### src/rtl/sha256_feed_pkg.sv
// Shared constants and types for the SHA-256 message feeder and its output FIFO.
package sha256_feed_pkg;

  localparam int DATA_WIDTH = 32;
  localparam int MSG_WORDS  = 10;
  localparam int DIG_WORDS  = 8;
  localparam int PIPE_DEPTH = 10;
  localparam int OUT_DEPTH  = 2;
  localparam int TAG_W      = 4;

  typedef enum logic {
    FILL  = 1'b0,
    ISSUE = 1'b1
  } feed_state_e;

  typedef struct packed {
    logic [TAG_W-1:0]                tag;
    logic [DIG_WORDS*DATA_WIDTH-1:0] digest;
  } fifo_entry_t;

endpackage

### src/rtl/sha_feed_fifo.sv
// Show-ahead FIFO with occupancy count; head entry is visible whenever the FIFO is not empty.
module sha_feed_fifo #(
  parameter int  WIDTH = 8,
  parameter int  DEPTH = 2,
  localparam int CW    = $clog2(DEPTH + 1)
) (
  input  logic             clk,
  input  logic             rst_n,
  input  logic             push_i,
  input  logic [WIDTH-1:0] din_i,
  input  logic             pop_i,
  output logic [WIDTH-1:0] dout_o,
  output logic             valid_o,
  output logic [CW-1:0]    count_o
);

  localparam int AW = (DEPTH > 1) ? $clog2(DEPTH) : 1;

  logic [WIDTH-1:0] mem_q [DEPTH];
  logic [AW-1:0]    wr_ptr_q, wr_ptr_d;
  logic [AW-1:0]    rd_ptr_q, rd_ptr_d;
  logic [CW-1:0]    count_q, count_d;
  logic             full, empty, do_push, do_pop;

  function automatic logic [AW-1:0] next_ptr(input logic [AW-1:0] p);
    return (p == AW'(DEPTH - 1)) ? '0 : p + AW'(1);
  endfunction

  assign full  = (count_q == CW'(DEPTH));
  assign empty = (count_q == '0);

  // A pop frees the head slot on the same edge, so a full FIFO may still accept.
  assign do_pop  = pop_i && !empty;
  assign do_push = push_i && (!full || do_pop);

  always_comb begin
    wr_ptr_d = wr_ptr_q;
    rd_ptr_d = rd_ptr_q;
    count_d  = count_q;
    if (do_push) wr_ptr_d = next_ptr(wr_ptr_q);
    if (do_pop)  rd_ptr_d = next_ptr(rd_ptr_q);
    if (do_push && !do_pop)      count_d = count_q + CW'(1);
    else if (do_pop && !do_push) count_d = count_q - CW'(1);
  end

  always_ff @(posedge clk or negedge rst_n) begin
    if (!rst_n) begin
      wr_ptr_q <= '0;
      rd_ptr_q <= '0;
      count_q  <= '0;
    end else begin
      wr_ptr_q <= wr_ptr_d;
      rd_ptr_q <= rd_ptr_d;
      count_q  <= count_d;
    end
  end

  always_ff @(posedge clk) begin
    if (do_push) mem_q[wr_ptr_q] <= din_i;
  end

  assign dout_o  = empty ? '0 : mem_q[rd_ptr_q];
  assign valid_o = !empty;
  assign count_o = count_q;

  overflow_a: assert property (@(posedge clk) disable iff (!rst_n)
    !(push_i && full && !pop_i));

endmodule

### src/rtl/sha256_msg_feeder.sv
// Packs streamed words into messages, launches them into the fixed-latency SHA-256 pipeline
// and queues tagged digests for the consumer. SHA_FEED_BYTESWAP_EN byte-reverses input words.
module sha256_msg_feeder #(
  parameter int DATA_WIDTH = sha256_feed_pkg::DATA_WIDTH,
  parameter int MSG_WORDS  = sha256_feed_pkg::MSG_WORDS,
  parameter int DIG_WORDS  = sha256_feed_pkg::DIG_WORDS,
  parameter int PIPE_DEPTH = sha256_feed_pkg::PIPE_DEPTH,
  parameter int OUT_DEPTH  = sha256_feed_pkg::OUT_DEPTH,
  parameter int TAG_W      = sha256_feed_pkg::TAG_W
) (
  input  logic                            clk,
  input  logic                            reset,
  input  logic                            in_valid,
  output logic                            in_ready,
  input  logic [DATA_WIDTH-1:0]           in_data,
  output logic [MSG_WORDS*DATA_WIDTH-1:0] pipe_message,
  output logic                            pipe_launch,
  input  logic [DIG_WORDS*DATA_WIDTH-1:0] pipe_digest,
  output logic                            out_valid,
  input  logic                            out_ready,
  output logic [DIG_WORDS*DATA_WIDTH-1:0] out_digest,
  output logic [TAG_W-1:0]                out_tag
);

  import sha256_feed_pkg::*;

  localparam int IDX_W = (MSG_WORDS > 1) ? $clog2(MSG_WORDS) : 1;
  localparam int CNT_W = $clog2(OUT_DEPTH + 1);
  localparam int DIG_W = DIG_WORDS * DATA_WIDTH;
  localparam int ENT_W = TAG_W + DIG_W;

  feed_state_e           state_q, state_d;
  logic [IDX_W-1:0]      idx_q, idx_d;
  logic [TAG_W-1:0]      tag_q;
  logic [CNT_W-1:0]      inflight_q;
  logic [CNT_W-1:0]      fifo_count;
  logic [DATA_WIDTH-1:0] msg_q [MSG_WORDS];
  logic [PIPE_DEPTH-1:0] trk_vld_q;
  logic [TAG_W-1:0]      trk_tag_q [PIPE_DEPTH];
  logic [DATA_WIDTH-1:0] word_in;
  logic [ENT_W-1:0]      fifo_dout;
  logic                  accept, credit_ok, capture;

  genvar gi;

`ifdef SHA_FEED_BYTESWAP_EN
  for (gi = 0; gi < DATA_WIDTH / 8; gi++) begin : g_swap
    assign word_in[gi*8 +: 8] = in_data[DATA_WIDTH-8-gi*8 +: 8];
  end
`else
  assign word_in = in_data;
`endif

  // Every message in flight owns a FIFO slot, so a capture can never find the FIFO full.
  // Registered counts only: a pop on this edge frees credit for the next cycle.
  assign credit_ok = ({1'b0, inflight_q} + {1'b0, fifo_count}) < (CNT_W + 1)'(OUT_DEPTH);
  assign capture   = trk_vld_q[PIPE_DEPTH-1];

  always_comb begin
    state_d     = state_q;
    idx_d       = idx_q;
    in_ready    = 1'b0;
    pipe_launch = 1'b0;
    accept      = 1'b0;
    case (state_q)
      FILL: begin
        in_ready = 1'b1;
        if (in_valid) begin
          accept = 1'b1;
          if (idx_q == IDX_W'(MSG_WORDS - 1)) begin
            idx_d   = '0;
            state_d = ISSUE;
          end else begin
            idx_d = idx_q + IDX_W'(1);
          end
        end
      end
      ISSUE: begin
        if (credit_ok) begin
          pipe_launch = 1'b1;
          state_d     = FILL;
        end
      end
      default: state_d = FILL;
    endcase
  end

  always_ff @(posedge clk or negedge reset) begin
    if (!reset) begin
      state_q    <= FILL;
      idx_q      <= '0;
      tag_q      <= '0;
      inflight_q <= '0;
    end else begin
      state_q <= state_d;
      idx_q   <= idx_d;
      if (pipe_launch) tag_q <= tag_q + TAG_W'(1);
      case ({pipe_launch, capture})
        2'b10:   inflight_q <= inflight_q + CNT_W'(1);
        2'b01:   inflight_q <= inflight_q - CNT_W'(1);
        default: inflight_q <= inflight_q;
      endcase
    end
  end

  for (gi = 0; gi < MSG_WORDS; gi++) begin : g_slot
    always_ff @(posedge clk or negedge reset) begin
      if (!reset) begin
        msg_q[gi] <= '0;
      end else if (accept && (idx_q == IDX_W'(gi))) begin
        msg_q[gi] <= word_in;
      end
    end
    assign pipe_message[gi*DATA_WIDTH +: DATA_WIDTH] = msg_q[gi];
  end

  // Tracking line mirrors the pipeline: a valid bit reaches the tail exactly when its digest does.
  always_ff @(posedge clk or negedge reset) begin
    if (!reset) begin
      trk_vld_q[0] <= 1'b0;
      trk_tag_q[0] <= '0;
    end else begin
      trk_vld_q[0] <= pipe_launch;
      trk_tag_q[0] <= tag_q;
    end
  end

  for (gi = 1; gi < PIPE_DEPTH; gi++) begin : g_trk
    always_ff @(posedge clk or negedge reset) begin
      if (!reset) begin
        trk_vld_q[gi] <= 1'b0;
        trk_tag_q[gi] <= '0;
      end else begin
        trk_vld_q[gi] <= trk_vld_q[gi-1];
        trk_tag_q[gi] <= trk_tag_q[gi-1];
      end
    end
  end

  sha_feed_fifo #(
    .WIDTH (ENT_W),
    .DEPTH (OUT_DEPTH)
  ) u_fifo (
    .clk     (clk),
    .rst_n   (reset),
    .push_i  (capture),
    .din_i   ({trk_tag_q[PIPE_DEPTH-1], pipe_digest}),
    .pop_i   (out_ready),
    .dout_o  (fifo_dout),
    .valid_o (out_valid),
    .count_o (fifo_count)
  );

  assign out_tag    = fifo_dout[ENT_W-1 -: TAG_W];
  assign out_digest = fifo_dout[DIG_W-1:0];

endmodule

### config.mk
export PLATFORM = sky130hd
export DESIGN_NAME = sha256_msg_feeder
export DESIGN_NICKNAME = d
export VERILOG_FILES = /design/src/rtl/sha256_feed_pkg.sv /design/src/rtl/sha_feed_fifo.sv /design/src/rtl/sha256_msg_feeder.sv
export SDC_FILE = /design/constraint.sdc
export NUM_CORES = 1
export LEC_CHECK = 0
export CAP_MARGIN = 20
export CORE_AREA = 2 2 339 341
export DETAILED_ROUTE_END_ITERATION = 12
export DIE_AREA = 0 0 341 343
export GPL_TIMING_DRIVEN = 0
export PLACE_DENSITY = 0.54
export SLEW_MARGIN = 10
export SYNTH_ARGS = -nofsm -noshare
export SYNTH_HDL_FRONTEND = slang
export SYNTH_SLANG_ARGS = --single-unit
### constraint.sdc
create_clock -name clk -period 15.9 [get_ports clk]
set_clock_uncertainty 0.15 [all_clocks]
set_input_delay 3.18 -clock clk [delete_from_list [all_inputs] [get_ports clk]]
set_output_delay 3.18 -clock clk [all_outputs]
set_load 0.005 [all_outputs]
# ---- After elaboration in Yosys (flattened, before gate mapping)
# Memory sizes are Yosys's and may differ from the RTL's.
# Index checks and enable logic that the tools add are counted.
dict set report totals {
  mem_count 1
  ram_bits 520
  input_bits 292
  elab_cells 103
  ff_bits 385
  output_inout_bits 583
}
dict set report op_classes {
  n_addsub 9
  bitwise 1
  eq_ne 12
  magnitude_cmp 1
  n_reduce_logical 24
  mux 18
}
# memory depth width read_ports rd_clocked_by_memory_dff write_ports line_no
set mem_list {}
lappend mem_list {u_fifo.mem_q 2 260 1 0 1 sha_feed_fifo.sv:19} ;# logic [WIDTH-1:0] mem_q [DEPTH];
# operator n
set ops {}
lappend ops {{260-bit two-way mux} 1}
lappend ops {{4-bit by 3-bit == test with 1-bit output (second input constant)} 4}
lappend ops {{1-bit logical AND} 14}
lappend ops {{1-bit two-way mux} 12}
lappend ops {{4-bit by 1-bit adder with 4-bit output (second input constant)} 2}
lappend ops {{4-bit by 2-bit == test with 1-bit output (second input constant)} 2}
lappend ops {{4-bit == test (second input constant)} 2}
lappend ops {{2-bit by 1-bit adder with 2-bit output (second input constant)} 2}
lappend ops {{2-bit == test (second input constant)} 2}
lappend ops {{4-bit by 1-bit == test with 1-bit output (second input constant)} 1}
lappend ops {{1-bit zero test} 4}
lappend ops {{4-bit zero test} 1}
lappend ops {{2-bit two-way mux} 2}
lappend ops {{4-bit two-way mux} 1}
lappend ops {{2-bit case mux with 2 select lines} 1}
lappend ops {{2-bit nonzero test} 2}
lappend ops {{2-bit by 1-bit subtractor with 2-bit output (second input constant)} 2}
lappend ops {{2-bit by 2-bit adder with 3-bit output} 1}
lappend ops {{3-bit by 2-bit < comparator with 1-bit output (second input constant)} 1}
lappend ops {{1-bit adder (second input constant)} 2}
lappend ops {{2-bit by 1-bit == test with 1-bit output (second input constant)} 1}
lappend ops {{2-bit zero test} 1}
lappend ops {{1-bit case mux with 2 select lines} 1}
lappend ops {{2-bit AND reduction} 1}
lappend ops {{other kinds (2)} 2}

# ---- Longest topological paths before layout
dict set report logic_depth {
  word_depth 9
  mapped_depth 8
  depth_no_buf 8
}

# ---- By module
# From an unflattened synthesis, not the netlist that was laid out.
dict set report hier_totals {
  hier_cells 1931
  hier_area_um2 33569.7
}
# mod cells_each instances area_per_inst_um2 seq_area_each_um2
set modules_own_cells {}
lappend modules_own_cells {sha_feed_fifo 1116 1 19769.0 15715.1}
lappend modules_own_cells {sha256_msg_feeder 815 1 13800.7 9534.1}

# ---- Least setup slack after synthesis
# OpenSTA, ideal clock, no wires.
dict set report synth_timing {
  kind {input port to flip-flop}
  from {in out_ready}
  to {mem u_fifo.mem_q[0][0] (netlist name), enable pin}
  path_stages 2
  setup_ps 886
  setup_slack_ps 797
  arrival_time_ps 14067
  required_ps 14864
  n_path_buf 0
  path_cell_list {o31ai_1 nor2_1}
}
dict set report synth_via {
  elab_chain_cells 5
}
# element line_no
set synth_rtl {}
lappend synth_rtl {{start: declaration} sha256_msg_feeder.sv:20} ;# input logic out_ready,
lappend synth_rtl {{1-bit logical AND} sha_feed_fifo.sv:33} ;# assign do_pop = pop_i && !empty;
lappend synth_rtl {{1-bit logical OR} sha_feed_fifo.sv:34} ;# assign do_push = push_i && (!full || do_pop);
lappend synth_rtl {{1-bit logical AND} sha_feed_fifo.sv:34}
lappend synth_rtl {{1-bit two-way mux} sha_feed_fifo.sv:59} ;# if (do_push) mem_q[wr_ptr_q] <= din_i;
lappend synth_rtl {{1-bit two-way mux (implied by the code)} sha_feed_fifo.sv:59}
lappend synth_rtl {{end: declaration} sha_feed_fifo.sv:19}
# No other way between the ends.

# ---- Worst setup path in the final report
dict set report layout_timing {
  from {reg u_fifo.rd_ptr_q}
  to {out out_digest[177]}
}
dict set report layout_via {
  elab_chain_cells 2
}
# element line_no
set layout_rtl {}
lappend layout_rtl {{start: declaration} sha_feed_fifo.sv:21} ;# logic [AW-1:0] rd_ptr_q, rd_ptr_d;
lappend layout_rtl {{start signal: assignment} sha_feed_fifo.sv:53} ;# rd_ptr_q <= rd_ptr_d;
lappend layout_rtl {{memory 2 x 260 bit} --}
lappend layout_rtl {{260-bit two-way mux} sha_feed_fifo.sv:62} ;# assign dout_o = empty ? '0 : mem_q[rd_ptr_q];
lappend layout_rtl {{end: declaration} sha256_msg_feeder.sv:21} ;# output logic [DIG_WORDS*DATA_WIDTH-1:0] out_digest,
# No other way between the ends.

==> impl_metrics.env <==
export IMPL_status="finished clean"
export IMPL_wl_um=107000
export IMPL_clock_path_buffers=3
export IMPL_max_freq_ghz=0.139
export IMPL_hold_ws_ps=170
export IMPL_synth_compound_area_frac=0.000748
export IMPL_required_ps=12570
export IMPL_slew_headroom=0.255
export IMPL_ant_nets=0
export IMPL_worstPathCellList="clkbuf_1 > clkbuf_1 > buf_2 > mux2i_1 > nor2_1 > clkdlybuf4s50_1"
export IMPL_yosys_warnings=0
export IMPL_nFillCells=10223
export IMPL_finalNetCount=3193
export IMPL_grt_pass1_vias=21418
export IMPL_peakVddDrop_v=0.000123
export IMPL_layout_common_cells="clkdlybuf4s50_1 (840), edfxtp_1 (520), dfrtp_1 (385)"
export IMPL_pin_count=875
export IMPL_grt_pass1_wl_um=152000
export IMPL_cts_hold_buffers=0
export IMPL_layout_commonest_cell="clkdlybuf4s50_1"
export IMPL_cp_arrival_ps=3860
export IMPL_critPathLaunchType="flop"
export IMPL_maxCapViolCount=0
export IMPL_clkPwrFrac=0.259
export IMPL_hold_viol=0
export IMPL_hpwl_um=80800
export IMPL_cts_sinks=905
export IMPL_switchingPower_mw=2.62
export IMPL_syn_inst=1931
export IMPL_power_density_mw_per_mm2=185
export IMPL_rows=124
export IMPL_dr_total_vias=20065
export IMPL_grt_max_degree=119
export IMPL_setup_viol_count_final=0
export IMPL_synth_xor_area_frac=0.00367
export IMPL_initial_core_util=0.295
export IMPL_grt_overflow_total=0
export IMPL_crit_buf_inv=4
export IMPL_gr_usage_all_layers=0.178
export IMPL_die_h_um=343
export IMPL_crit_family="buffers and inverters"
export IMPL_sequentialPowerShare=0.372
export IMPL_cts_repair_resized=0
export IMPL_port_buffers=841
export IMPL_drc=0
export IMPL_path_clk_slew_ps=60
export IMPL_fin_setup_tns_ps=0
export IMPL_tightestPinTransition_ps=1120
export IMPL_drt_iter0_drc=859
export IMPL_tritoncts="done"
export IMPL_hold_class="reg2reg"
export IMPL_rsz0062_at_grt="no"
export IMPL_critPathMostFrequentCell="clkbuf_1"
export IMPL_post_cts_buffers=0
export IMPL_h_tree_depth=3
export IMPL_holdPathStages=0
export IMPL_cp_depth=6
export IMPL_path_max_fanout=10
export IMPL_yosysSeqAreaShare=0.755
export IMPL_slew_violations=0
export IMPL_synth_adder_area_share=0.00172
export IMPL_fin_crit_sh=0.452
export IMPL_p_leak_nw=18.6
export IMPL_die_x_um=341
export IMPL_syn_num_nets=2227
export IMPL_place_inst=4307
export IMPL_syn_to_final_growth_pct=42.5
export IMPL_cts_buffers=100
export IMPL_max_stage_delay_ps=770
export IMPL_crit_type="reg2out"
export IMPL_synth_area_mux_share=0.186
export IMPL_antenna_found_initial=29
export IMPL_syn_area_mm2=0.0334
export IMPL_ff2ff_path_depth=5
export IMPL_place_congestion=0.852
export IMPL_ys_types=31
export IMPL_comb_power_share=0.369
export IMPL_switching_share=0.296
export IMPL_p_int_mw=6.22
export IMPL_worst_skew_pair_late_latency_ps=680
export IMPL_fin_cells=4501
export IMPL_cts_root_buf="clkbuf_16"
export IMPL_yosys_area_share_simple=0.0346
export IMPL_ys_ff_latch=905
export IMPL_syn_mean_instance_area_um2=17.3
export IMPL_die_area_mm2=0.117
export IMPL_core_area_mm2=0.113
export IMPL_end_kind="primary output"
export IMPL_via_per_inst=4.46
export IMPL_synth_top_family_by_area="multiplexers"
export IMPL_drive_gt1_frac=0.134
export IMPL_dr_pass1_iters=5
export IMPL_fin_crit_ps=7190
export IMPL_routedWlPerCell_um=23.8
export IMPL_cp_slowest_cell="clkbuf_1"
[worst paths after layout]
| check | startpoint | to | slack (ps) |
|---|---|---|---|
| max | u_fifo.rd_ptr_q$_DFFE_PN0N_ | out_digest[177] | 8710 |
| min | trk_tag_q[13]$_DFF_PN0_ | trk_tag_q[9]$_DFF_PN0_ | 170 |
| max reg2reg | u_fifo.count_o[0]$_DFFE_PN0P_ | u_fifo.mem_q[1][179]$_DFFE_PP_ | 13270 |
| min in group asynchronous | reset | pipe_message[28]$_DFFE_PN0P_ | 2260 |
| min reg2reg | trk_tag_q[13]$_DFF_PN0_ | trk_tag_q[9]$_DFF_PN0_ | 170 |
| max in group asynchronous | reset | pipe_message[84]$_DFFE_PN0P_ | 11830 |
[worst reg2reg max path, delay by kind of cell (launching register included)]
family | cells | cell delay, ps
and+or+nand+nor | 1 | 380
buffers and inverters | 3 | 760
DFF | 1 | 440
AOI/OAI and AO/OA | 1 | 590
[power groups by stage]
| stage | Combinational (mW) | Clock [mW] | Sequential, mW |
|---|---|---|---|
| 5_1_grt | 3.49 | 2.46 | 3.35 |
| 2_1_floorplan | 1.17 | 0 | 3.35 |
| 4_1_cts | 3.33 | 2.36 | 3.29 |
| 3_3_place_gp | 3.26 | 0 | 3.37 |
| 3_5_place_dp | 3.31 | 0 | 3.33 |
| 6_report | 3.26 | 2.29 | 3.29 |
[state kept, by name (all words and copies together) (netlist names)]
signal and cells:
state_q 1, u_fifo.mem_q 520, tag_q 4, inflight_q 2, capture 1, u_fifo.rd_ptr_q 1
u_fifo.wr_ptr_q 1, pipe_message 320, idx_q 4, trk_vld_q 9, trk_tag_q 40, u_fifo.count_o 2
[cell families after synthesis]
group,after synthesis
fa+ha+maj,4
xor+xnor,14
buf+inv,131
flops,905
compound gates,4
mux,582
simple gates,291
[synth_stat cells]
master / number / area, um^2
and2_1: 2 / 12.5
and4bb_2: 1 / 12.5
nand4_2: 1 / 12.5
nor2_1: 265 / 995
and4_1: 2 / 17.5
mux2i_1: 260 / 2600
nand4_1: 2 / 12.5
clkbuf_1: 23 / 86.3
mux2_2: 146 / 1640
a21oi_1: 1 / 5.00
nor2b_2: 1 / 8.76
xnor2_1: 11 / 96.3
ha_1: 3 / 37.5
buf_1: 32 / 120
nor2_2: 1 / 6.26
edfxtp_1: 520 / 15600
nand3_1: 6 / 30.0
mux2_1: 176 / 1980
nor2b_1: 2 / 12.5
fa_1: 1 / 20.0
buf_6: 3 / 33.8
o21ai_0: 1 / 5.00
o31ai_1: 1 / 7.51
buf_4: 3 / 22.5
buf_2: 64 / 320
xor2_1: 3 / 26.3
nand2_1: 7 / 26.3
inv_1: 6 / 22.5
nor3b_2: 1 / 12.5
dfrtp_1: 385 / 9630
a21o_1: 1 / 7.51
[area by class of cell]
| cell class | count | area (um^2) | share of cell area |
|---|---|---|---|
| Antenna cell | 15 | 37.5 | 0.000787 |
| Buffer | 125 | 584 | 0.0123 |
| Inverter | 6 | 22.5 | 0.000472 |
| Timing Repair Buffer | 864 | 8960 | 0.188 |
| Clock buffer | 137 | 2880 | 0.0603 |
| Tap cell | 1512 | 1890 | 0.0397 |
| Sequential cell | 905 | 25200 | 0.530 |
| Clock inverter | 42 | 449 | 0.00942 |
| Multi-Input combinational cell | 895 | 7600 | 0.160 |
[metal layers]
layer | wire, um | up-vias | global-route usage
li1 | - | 8921 | -
met1 | 39600 | 10225 | 0.198
met2 | 54800 | 748 | 0.319
met3 | 10300 | 157 | 0.0689
met4 | 2320 | 14 | 0.0474
met5 | 94 | - | 0
[metrics by stage]
step	utilization	setup slack [ps]	total power [mW]	cell area, um^2
after floorplan	-	797	4.52	33400
after global placement	0.386	-6860	6.63	43800
after detailed placement	0.391	9120	6.63	44300
after CTS	0.420	8340	8.98	47600
after global routing	0.420	8300	9.30	47600
final	0.420	8710	8.84	47700
No activity file was read; power rests on OpenSTA's default activity.
